### src/rtl/nibble_serial_sub16_pkg.sv
// -----------------------------------------------------------------------------
// sub_pkg
// Shared definitions for the nibble-serial subtractor:
//   state_e      - controller states IDLE / BUSY / DONE
//   DEF_WIDTH    - default operand/result width
//   DEF_NIB      - default bits processed per clock
//   DEF_NSTEPS   - default number of nibble steps per operation
//   DEF_CNT_W    - default nibble counter width
//   cnt_width()  - counter width for an arbitrary step count (minimum 1 bit)
// -----------------------------------------------------------------------------
package sub_pkg;

    typedef enum logic [1:0] {
        IDLE = 2'd0,
        BUSY = 2'd1,
        DONE = 2'd2
    } state_e;

    localparam int DEF_WIDTH  = 16;
    localparam int DEF_NIB    = 4;
    localparam int DEF_NSTEPS = DEF_WIDTH / DEF_NIB;
    localparam int DEF_CNT_W  = (DEF_NSTEPS > 1) ? $clog2(DEF_NSTEPS) : 1;

    // A single-step configuration still needs a 1-bit counter to stay legal.
    function automatic int cnt_width(input int nsteps);
        return (nsteps > 1) ? $clog2(nsteps) : 1;
    endfunction

endpackage

### src/rtl/nibble_serial_sub16_if.sv
// -----------------------------------------------------------------------------
// nibble_serial_sub16_if
// Operand and result handshake bundle for the nibble-serial subtractor.
//   Operand side : in_valid, in_ready, a, b, bin
//   Result side  : out_valid, out_ready, diff, bout, zero, neg, ovf
// Modports:
//   master - the producer/consumer around the subtractor (drives operands and
//            out_ready, observes results)
//   slave  - the subtractor itself
// -----------------------------------------------------------------------------
interface nibble_serial_sub16_if
    import sub_pkg::*;
#(
    parameter int WIDTH = DEF_WIDTH
);

    logic             in_valid;
    logic             in_ready;
    logic [WIDTH-1:0] a;
    logic [WIDTH-1:0] b;
    logic             bin;

    logic             out_valid;
    logic             out_ready;
    logic [WIDTH-1:0] diff;
    logic             bout;
    logic             zero;
    logic             neg;
    logic             ovf;

    modport master (
        output in_valid, a, b, bin, out_ready,
        input  in_ready, out_valid, diff, bout, zero, neg, ovf
    );

    modport slave (
        input  in_valid, a, b, bin, out_ready,
        output in_ready, out_valid, diff, bout, zero, neg, ovf
    );

endinterface

### src/rtl/nibble_serial_sub16_nib_sub4.sv
// -----------------------------------------------------------------------------
// nib_sub4
// Combinational NIB-bit subtract slice: {bout_o, d_o} = x - y - bin_i.
// Implemented as x + ~y + ~bin_i with carry lookahead; borrow is the inverted
// carry out of the top bit.
// Ports:
//   x      in  NIB  minuend nibble
//   y      in  NIB  subtrahend nibble
//   bin_i  in  1    borrow in
//   d_o    out NIB  difference nibble
//   bout_o out 1    borrow out
// -----------------------------------------------------------------------------
module nib_sub4
    import sub_pkg::*;
#(
    parameter int NIB = DEF_NIB
) (
    input  logic [NIB-1:0] x,
    input  logic [NIB-1:0] y,
    input  logic           bin_i,
    output logic [NIB-1:0] d_o,
    output logic           bout_o
);

    logic [NIB-1:0] g;
    logic [NIB-1:0] p;
    logic [NIB:0]   c;
    logic           pp;

    // Each carry is the flat sum-of-products form
    //   c[i+1] = g[i] | p[i]g[i-1] | p[i]p[i-1]g[i-2] | ... | p[i..0]c[0]
    // so no carry depends on another carry inside the slice.
    always_comb begin
        // NOTE: every variable gets a default before any conditional update so
        // no path leaves it unassigned and no latch is inferred.
        g  = x & ~y;
        p  = x ^ ~y;
        c  = '0;
        pp = 1'b1;
        c[0] = ~bin_i;
        for (int i = 0; i < NIB; i++) begin
            c[i+1] = g[i];
            pp     = 1'b1;
            for (int j = i; j >= 0; j--) begin
                pp = pp & p[j];
                if (j > 0) begin
                    c[i+1] = c[i+1] | (g[j-1] & pp);
                end else begin
                    c[i+1] = c[i+1] | (c[0] & pp);
                end
            end
        end
    end

    assign d_o    = p ^ c[NIB-1:0];
    assign bout_o = ~c[NIB];

endmodule

### src/rtl/nibble_serial_sub16.sv
// -----------------------------------------------------------------------------
// nibble_serial_sub16
// Multi-cycle subtractor: diff = a - b - bin, one NIB-bit slice per clock,
// least significant nibble first, with the borrow rippled through a register.
// A single nib_sub4 slice is reused for all WIDTH/NIB steps.
//
// Ports:
//   clk  in   rising-edge clock
//   rst  in   synchronous active-high reset
//   bus  slave modport of nibble_serial_sub16_if
//          operands : in_valid / in_ready, a, b, bin
//          results  : out_valid / out_ready, diff, bout, zero, neg, ovf
//
// Timing: out_valid rises WIDTH/NIB edges after the accepting edge and stays
// up until out_ready is seen; a new operand is accepted at most every
// WIDTH/NIB + 2 cycles. All outputs come straight from flops.
//
// Build option: define SUB_FLAGS_EN to compute and register zero/neg/ovf on
// the transition to DONE. Without it those outputs are tied to 0.
// -----------------------------------------------------------------------------
module nibble_serial_sub16
    import sub_pkg::*;
#(
    parameter int WIDTH = DEF_WIDTH,
    parameter int NIB   = DEF_NIB
) (
    input  logic                 clk,
    input  logic                 rst,
    nibble_serial_sub16_if.slave bus
);

    localparam int NSTEPS = WIDTH / NIB;
    localparam int CNT_W  = cnt_width(NSTEPS);
    localparam int MSB    = WIDTH - 1;

    localparam logic [CNT_W-1:0] LAST_CNT = CNT_W'(NSTEPS - 1);

    // Plain 2-bit encodings of the shared state enum.
    localparam logic [1:0] S_IDLE = IDLE;
    localparam logic [1:0] S_BUSY = BUSY;
    localparam logic [1:0] S_DONE = DONE;

    logic [1:0]       state_q,  state_d;
    logic [WIDTH-1:0] a_q,      a_d;
    logic [WIDTH-1:0] b_q,      b_d;
    logic             borrow_q, borrow_d;
    logic [CNT_W-1:0] cnt_q,    cnt_d;
    logic [WIDTH-1:0] diff_q,   diff_d;
    logic             bout_q,   bout_d;

    logic [NIB-1:0]   a_nib;
    logic [NIB-1:0]   b_nib;
    logic [NIB-1:0]   nib_diff;
    logic             nib_bout;
    logic             last_step;

    assign a_nib     = a_q[int'(cnt_q)*NIB +: NIB];
    assign b_nib     = b_q[int'(cnt_q)*NIB +: NIB];
    assign last_step = (cnt_q == LAST_CNT);

    nib_sub4 #(
        .NIB (NIB)
    ) u_slice (
        .x      (a_nib),
        .y      (b_nib),
        .bin_i  (borrow_q),
        .d_o    (nib_diff),
        .bout_o (nib_bout)
    );

    // -------------------------------------------------------------------------
    // Controller and datapath next-state
    // -------------------------------------------------------------------------
    always_comb begin
        state_d  = state_q;
        a_d      = a_q;
        b_d      = b_q;
        borrow_d = borrow_q;
        cnt_d    = cnt_q;
        diff_d   = diff_q;
        bout_d   = bout_q;

        case (state_q)
            S_IDLE: begin
                if (bus.in_valid) begin
                    a_d      = bus.a;
                    b_d      = bus.b;
                    borrow_d = bus.bin;
                    cnt_d    = '0;
                    state_d  = S_BUSY;
                end
            end

            S_BUSY: begin
                diff_d[int'(cnt_q)*NIB +: NIB] = nib_diff;
                borrow_d = nib_bout;
                if (last_step) begin
                    bout_d  = nib_bout;
                    cnt_d   = '0;
                    state_d = S_DONE;
                end else begin
                    cnt_d = cnt_q + 1'b1;
                end
            end

            S_DONE: begin
                if (bus.out_ready) begin
                    state_d = S_IDLE;
                end
            end

            default: begin
                state_d = S_IDLE;
            end
        endcase
    end

    always_ff @(posedge clk) begin
        // NOTE: state flops use non-blocking assignments so every flop samples
        // the pre-edge values regardless of statement order.
        if (rst) begin
            // NOTE: operand and result registers are ordinary flops, so they
            // are reset alongside the controller; there is no memory array here
            // that would need to be left unreset.
            state_q  <= S_IDLE;
            a_q      <= '0;
            b_q      <= '0;
            borrow_q <= 1'b0;
            cnt_q    <= '0;
            diff_q   <= '0;
            bout_q   <= 1'b0;
        end else begin
            state_q  <= state_d;
            a_q      <= a_d;
            b_q      <= b_d;
            borrow_q <= borrow_d;
            cnt_q    <= cnt_d;
            diff_q   <= diff_d;
            bout_q   <= bout_d;
        end
    end

    // -------------------------------------------------------------------------
    // Result flags
    // -------------------------------------------------------------------------
`ifdef SUB_FLAGS_EN
    logic zero_q, zero_d;
    logic neg_q,  neg_d;
    logic ovf_q,  ovf_d;

    // Flags are taken from diff_d so they describe the completed result on the
    // same edge that enters DONE. bin affects ovf only through diff.
    always_comb begin
        zero_d = zero_q;
        neg_d  = neg_q;
        ovf_d  = ovf_q;
        if (state_q == S_BUSY && last_step) begin
            zero_d = (diff_d == '0);
            neg_d  = diff_d[MSB];
            ovf_d  = (a_q[MSB] != b_q[MSB]) && (diff_d[MSB] != a_q[MSB]);
        end
    end

    always_ff @(posedge clk) begin
        if (rst) begin
            zero_q <= 1'b0;
            neg_q  <= 1'b0;
            ovf_q  <= 1'b0;
        end else begin
            zero_q <= zero_d;
            neg_q  <= neg_d;
            ovf_q  <= ovf_d;
        end
    end

    assign bus.zero = zero_q;
    assign bus.neg  = neg_q;
    assign bus.ovf  = ovf_q;
`else
    assign bus.zero = 1'b0;
    assign bus.neg  = 1'b0;
    assign bus.ovf  = 1'b0;
`endif

    // -------------------------------------------------------------------------
    // Outputs: decoded from state flops, never from inputs
    // -------------------------------------------------------------------------
    assign bus.in_ready  = (state_q == S_IDLE);
    assign bus.out_valid = (state_q == S_DONE);
    assign bus.diff      = diff_q;
    assign bus.bout      = bout_q;

endmodule

### src/flat_wrapper.sv
// flat-port wrapper written by rule: the top's interface ports become plain ports
module nibble_serial_sub16_flat import sub_pkg::*;
#(
    parameter int WIDTH = DEF_WIDTH,
    parameter int NIB   = DEF_NIB
)
  (clk, rst, bus_in_valid, bus_a, bus_b, bus_bin, bus_out_ready, bus_in_ready, bus_out_valid, bus_diff, bus_bout, bus_zero, bus_neg, bus_ovf);
  nibble_serial_sub16_if #(.WIDTH(WIDTH)) bus_i ();
  input  logic clk;
  input  logic rst;
  input wire logic [$bits(bus_i.in_valid)-1:0] bus_in_valid;
  input wire logic [$bits(bus_i.a)-1:0] bus_a;
  input wire logic [$bits(bus_i.b)-1:0] bus_b;
  input wire logic [$bits(bus_i.bin)-1:0] bus_bin;
  input wire logic [$bits(bus_i.out_ready)-1:0] bus_out_ready;
  output wire logic [$bits(bus_i.in_ready)-1:0] bus_in_ready;
  output wire logic [$bits(bus_i.out_valid)-1:0] bus_out_valid;
  output wire logic [$bits(bus_i.diff)-1:0] bus_diff;
  output wire logic [$bits(bus_i.bout)-1:0] bus_bout;
  output wire logic [$bits(bus_i.zero)-1:0] bus_zero;
  output wire logic [$bits(bus_i.neg)-1:0] bus_neg;
  output wire logic [$bits(bus_i.ovf)-1:0] bus_ovf;
  assign bus_i.in_valid = bus_in_valid;
  assign bus_i.a = bus_a;
  assign bus_i.b = bus_b;
  assign bus_i.bin = bus_bin;
  assign bus_i.out_ready = bus_out_ready;
  assign bus_in_ready = bus_i.in_ready;
  assign bus_out_valid = bus_i.out_valid;
  assign bus_diff = bus_i.diff;
  assign bus_bout = bus_i.bout;
  assign bus_zero = bus_i.zero;
  assign bus_neg = bus_i.neg;
  assign bus_ovf = bus_i.ovf;
  nibble_serial_sub16 #(.WIDTH(WIDTH), .NIB(NIB)) u_core (.clk(clk), .rst(rst), .bus(bus_i));
endmodule
### config.mk
export PLATFORM = sky130hd
export DESIGN_NAME = nibble_serial_sub16_flat
export DESIGN_NICKNAME = d
export VERILOG_FILES = /design/src/rtl/nibble_serial_sub16_pkg.sv /design/src/rtl/nibble_serial_sub16_if.sv /design/src/rtl/nibble_serial_sub16_nib_sub4.sv /design/src/rtl/nibble_serial_sub16.sv /design/src/flat_wrapper.sv
export SDC_FILE = /design/constraint.sdc
export NUM_CORES = 1
export LEC_CHECK = 0
export CAP_MARGIN = 20
export CORE_ASPECT_RATIO = 0.6
export CORE_MARGIN = 2
export CORE_UTILIZATION = 50
export DETAILED_ROUTE_END_ITERATION = 16
export PLACE_DENSITY = 0.85
export SYNTH_ARGS = -nofsm -noshare
export SYNTH_HDL_FRONTEND = slang
export SYNTH_SLANG_ARGS = --single-unit
### constraint.sdc
create_clock -name clk -period 3.7 [get_ports clk]
set_input_delay 0.74 -clock clk [delete_from_list [all_inputs] [get_ports clk]]
set_output_delay 0.74 -clock clk [all_outputs]
set_load 0.005 [all_outputs]
==> results of run 1 <==
## stage by stage
step | util | total power, mW | cells | worst slack (ps) | cell area, sq um
final | 0.664 | 1.19 | 388 | 867 | 3050
after global routing | 0.664 | 1.24 | 388 | 670 | 3050
after CTS | 0.661 | 1.19 | 387 | 882 | 3030
after detailed placement | 0.641 | 0.862 | 379 | 921 | 2940
after global placement | 0.641 | 0.854 | 379 | 1060 | 2940
after floorplan | - | 0.778 | 279 | 1310 | 2400
## routing by layer
metal | GRT usage | share of wire | up-vias
met5 | 0 | 0 | -
met4 | 0.0567 | 0.012 | 0
met3 | 0.0568 | 0.083 | 8
met2 | 0.338 | 0.45 | 85
met1 | 0.323 | 0.46 | 971
li1 | - | - | 1021
## registers in the layout, summed over array words and instances (netlist names)
signal           flops
u_core.bus.bout      1
u_core.a_q          16
u_core.state_q       2
u_core.b_q          16
u_core.cnt_q         2
u_core.bus.diff     16
u_core.borrow_q      1
## area by class of cell
class | count | area [sq um] | area share
multi-input combinational | 199 | 1200 | 0.394
sequential | 54 | 1080 | 0.355
timing repair buffer | 57 | 568 | 0.186
clock buffer | 7 | 86.3 | 0.0283
tap | 63 | 78.8 | 0.0259
inverter | 7 | 26.3 | 0.00862
clock inverter | 1 | 5.00 | 0.00164
## logic make-up after synthesis
logic type,synth area share
DFF,0.451
AOI/OAI and AO/OA,0.137
xor gates and xnor gates,0.00732
and+or+nand+nor,0.217
buffers and inverters,0.0496
muxes,0.0752
adders and majority gates,0.0606
other,0.00157
## critical path, cell delays in order, from the launching register on
cell and delay (ps):
dfxtp_1 900, mux4_2 650, ha_1 310, nand2b_1 70
a21oi_1 160, xor2_1 420, a22oi_1 140, nor2_1 130
## cells in the mapped netlist, types with 2 or more instances
cell type  number
dfxtp_1        54
a22oi_1        12
nor2b_1         2
nor3_1          2
clkbuf_1       10
o21ai_0         6
nand2b_1        8
xor2_1          2
nor2_1         18
ha_1           10
nand2_1        73
inv_1           7
nand3b_1        5
mux4_2          8
a21oi_1        38
buf_2           5
buf_4           4
## power by group through the flow
| stage | clock network [mW] | registers, mW | logic, mW |
|---|---|---|---|
| 2_1_floorplan | 0 | 0.635 | 0.143 |
| 5_1_grt | 0.361 | 0.637 | 0.244 |
| 3_5_place_dp | 0 | 0.646 | 0.217 |
| 6_report | 0.335 | 0.633 | 0.224 |
| 3_3_place_gp | 0 | 0.644 | 0.209 |
| 4_1_cts | 0.337 | 0.633 | 0.218 |
## worst min-delay path by stage
stage / start / endpoint / slack, ps
2_1_floorplan: u_core.a_q[10] / u_core.a_q[10] / 430
3_3_place_gp: u_core.b_q[6] / u_core.b_q[6] / 440
3_5_place_dp: u_core.b_q[6] / u_core.b_q[6] / 450
4_1_cts: u_core.a_q[1] / u_core.a_q[1] / 460
5_1_grt: u_core.b_q[15] / u_core.b_q[15] / 480
6_report: u_core.b_q[15] / u_core.b_q[15] / 460
==> impl_results.md, run 1 <==
- Hold path depth: 2
- Synth top area cells: dfxtp_1 45%, nand2_1 11%, a21oi_1 7.9%
- Reg2reg path depth: 7
- Crit Path Max Fanout: 16
- Min-delay worst type: reg -> reg
- Die width: 93.3 microns
- Worst EP required: approximately 3900 ps
- RR Endpoint: u_core.bus.diff[10]
- Hpwl dp: 4140 microns
- Post-CTS Setup Inserts: 0
- Final Max Tran Viols: 0
- P_int: 866 uW
- First-pass GRT wire length: 9250 microns
- # diodes: 0
- Commonest non-fill, non-tap cell in the layout: nand2_1
- Reg power frac: 0.531
- Largest net degree at the start of global routing: 60
- Synth top area share: 0.451
- Die ar.: 5380 sq um
- CTS sink count: 54
- TritonCTS clock tree: yes
- Maximum vdd ir drop: about 190 uV
- Final hold violations: 0
- Unrepaired setup endpoints after global routing: no
- Reg2reg start: u_core.cnt_q[0]
- Routed WL: ~5700 microns
- Post-Syn Area: 2390 sq um
- CP arrival: 3070 ps
- Async S/R FF share, synth: 0
- CTS H-tree lvls: 2
- Power Dens Cells: 391 nW/um^2
- Antenna viol nets, final: 0
- Vias in the first global route: 1947
- Grt total ovfl: 0
- Core area: 4590 sq um
- First DRT Iteration DRCs: 150
- Final layout net count: roughly 370
- Number of fill cells: 369
- Initial core utilization: 0.522
- Max_slew headroom: 0.346
- GP Congestion: 0.908
- Minimum clock period: 2830 ps
- # resized after CTS: 0
- Dominant synthesized flop cell: dfxtp_1
- Sequential area share after synthesis: 0.451
- Pre-antenna DRT Iters: 5
- Vias: 2085
- Clock power share: 0.281
- Initial antenna violation count: 0
- Hold Worst Slack: about 460 ps
- Row count: 19
- Crit Path Category: reg -> reg
- Setup_tns: 0 ps
- Io pins: 59
- Crit end category: flip-flop
- Most frequent cells in the layout: 73 x nand2_1, 54 x clkdlybuf4s50_1, 54 x dfxtp_1
- Tcrit/Tclk final: 0.766
- Cell count after synthesis: 277
- Switching component of the power: 325 uW
- Vias per cell: 5.37
- Clock root buffer: clkbuf_8
- WL per Instance: 14.7 microns
- Share of cells above drive strength 1: 0.0615
- Mean area per synthesized cell: roughly 8.6 sq um
- FMAX: approximately 350 MHz
- Synth area leader: dfxtp_1
- Combinational power share: 0.188
- Post-route clock skew: ~5.5 ps
- Synthesized flop and latch total: 54
- CP startpoint: u_core.cnt_q[0]
- TritonCTS buffer count: 5
- Yosys warns: 0
- Hold_buf cts: 0
- Switching Share: 0.273
- Residual DRC: 0
- GRT Total Usage: 0.224
- Setup crit end: u_core.bus.diff[10]
- IO Port Bufs: 55
- Register-to-register setup slack: 870 ps
- Outcome: complete, no violations
- Endpoints failing setup: 0
- CP startpoint kind: flip-flop
- Worst-Margin Slew: 980 ps
- Skew-Pair Late Insertion Delay: 300 ps
- Overall die height: 57.6 microns
- Clock Tree Buf Depth: 2
- Clock Pin Slew Worst Setup and Hold Paths: 90 ps
- Leak: 1.12 nW
- EDFF count, synth: 0
- Area grow syn2layout: 27.3%
- Max-cap violations: 0
- Post-synthesis cell type count: 30
Power figures use the tool's default switching activity.
==> run 2, diff against run 1 <==
--- a/config.mk
+++ b/config.mk
@@ -8,9 +8,9 @@
 export CAP_MARGIN = 20
 export CORE_ASPECT_RATIO = 0.6
 export CORE_MARGIN = 2
-export CORE_UTILIZATION = 50
+export CORE_UTILIZATION = 49
 export DETAILED_ROUTE_END_ITERATION = 16
-export PLACE_DENSITY = 0.85
+export PLACE_DENSITY = 0.83
 export SYNTH_ARGS = -nofsm -noshare
 export SYNTH_HDL_FRONTEND = slang
 export SYNTH_SLANG_ARGS = --single-unit
==> constraint.sdc (replaced) <==
create_clock -name clk -period 3 [get_ports clk]
set_input_delay 0.6 -clock clk [delete_from_list [all_inputs] [get_ports clk]]
set_output_delay 0.6 -clock clk [all_outputs]
set_load 0.005 [all_outputs]
==> impl_results.md, run 2 (same netlist as run 1, synthesis figures left out) <==
- Worst-Margin Slew: between 700 and 800 ps
- Total power: 1.47 mW
- Endpoints failing setup: 0
- Overall die height: 58.2 microns
- Final Max Tran Viols: 0
- WL per Instance: around 14 microns
- Hold_buf cts: 0
- Outcome: complete, no violations
- Tcrit/Tclk final: 0.809
- FMAX: just over 400 MHz
- First DRT Iteration DRCs: 137
- GP Congestion: 0.900
- Setup_tns: 0 ps
- CP arrival: approximately 2600 ps
- Skew-Pair Late Insertion Delay: 300 ps
- Hpwl dp: 4220 microns
- TritonCTS buffer count: 5
- Clock root buffer: clkbuf_8
- Worst EP required: 3190 ps
- Routed WL: between 5000 and 6000 microns
- Reg2reg start: u_core.cnt_q[0]
- CP startpoint kind: flip-flop
- Crit Path Max Fanout: 9
- Vias per cell: ~5.3
- Area grow syn2layout: 28.1%
- First-pass GRT wire length: 8800 microns
- Grt total ovfl: 0
- Die ar.: 5480 sq um
- Vias: about 2100
- Pre-antenna DRT Iters: 5
- Row count: 19
- Power Dens Cells: 478 nW/um^2
- Final hold violations: 0
- Critical-path cell list: buf_4 -> mux4_2 -> inv_1 -> ha_1 -> or3_1 -> nand2_1 -> o21ai_0
- Core area: between 4000 and 5000 sq um
- Max-cap violations: 0
- Io pins: 59
- Leak: 1.14 nW
- Maximum vdd ir drop: 271 uV
- Unrepaired setup endpoints after global routing: no
- Post-CTS Setup Inserts: 0
- Share of cells above drive strength 1: 0.0732
- CTS sink count: 54
- Crit Path Category: reg -> reg
- Post-route clock skew: 6.37 ps
- Vias in the first global route: 1821
- CTS H-tree lvls: 2
- Initial core utilization: 0.517
- Clock Tree Buf Depth: 2
- Min-delay worst type: reg -> reg
- Commonest non-fill, non-tap cell in the layout: nand2_1
- TritonCTS clock tree: yes
- Hold Worst Slack: 462 ps
- CP startpoint: u_core.cnt_q[0]
- Antenna viol nets, final: 0
- Hold Path Origin: u_core.b_q[6]
- IO Port Bufs: 55
- Residual DRC: 0
- Largest stage delay, worst path: 620 ps
- Crit end category: flip-flop
- Final layout net count: 375
- Minimum clock period: 2430 ps
- Slowest cell on the critical path: dfxtp_1
- Layout Utilization: 0.662
- Die width: 94.3 microns
- Max_slew headroom: 0.492
- GRT Total Usage: 0.206
- Largest net degree at the start of global routing: 47
- # diodes: 0
- Initial antenna violation count: 0
- # resized after CTS: 0
- Clock Pin Slew Worst Setup and Hold Paths: 90 ps
- Most frequent cells in the layout: 73 x nand2_1, 54 x clkdlybuf4s50_1, 54 x dfxtp_1
-- run 2: path summary, 6_finish.rpt --
path	to	slack, ps	depth (start not counted)
setup / recovery	u_core.bus.diff[11]	570	7
hold / removal	u_core.b_q[6]	460	2
setup reg to reg	u_core.bus.diff[11]	570	7
hold reg to reg	u_core.b_q[6]	460	2
-- run 2: routing by layer --
layer	global-route usage	vias to the layer above	share of wire
li1	-	1027	-
met1	0.321	972	0.48
met2	0.288	85	0.43
met3	0.0546	5	0.086
met4	0.0373	0	0.0057
met5	0	-	0
-- run 2: report_power, final --
group | total (mW) | internal [mW] | switching (mW)
logic | 0.276 | 0.129 | 0.147
clock network | 0.412 | 0.186 | 0.227
registers | 0.778 | 0.752 | 0.0255
-- run 2: through the flow --
step,cell area (sq um),worst slack (ps),cells
floorplan,2400,606,279
finish,3070,572,391
CTS,3070,541,391
global route,3070,363,391
detailed placement,2970,563,383
global placement,2970,622,383
-- run 2: cell type report --
| type | count | area (sq um) |
|---|---|---|
| clock inverter | 2 | 12.5 |
| tap | 63 | 78.8 |
| fill | 388 | 1570 |
| inverter | 7 | 26.3 |
| clock buffer | 6 | 82.6 |
| timing repair buffer | 60 | 583 |
| sequential | 54 | 1080 |
| multi-input combinational | 199 | 1200 |
-- run 2: critical path: cells and delay by family (launching register included) --
family | cells | cell delay, ps
multiplexers | 1 | 510
AO/OA/AOI/OAI | 1 | 100
flip-flops | 1 | 620
buffers and inverters | 2 | 370
AND/OR/NAND/NOR | 2 | 480
adder cells (fa/ha/maj) | 1 | 230
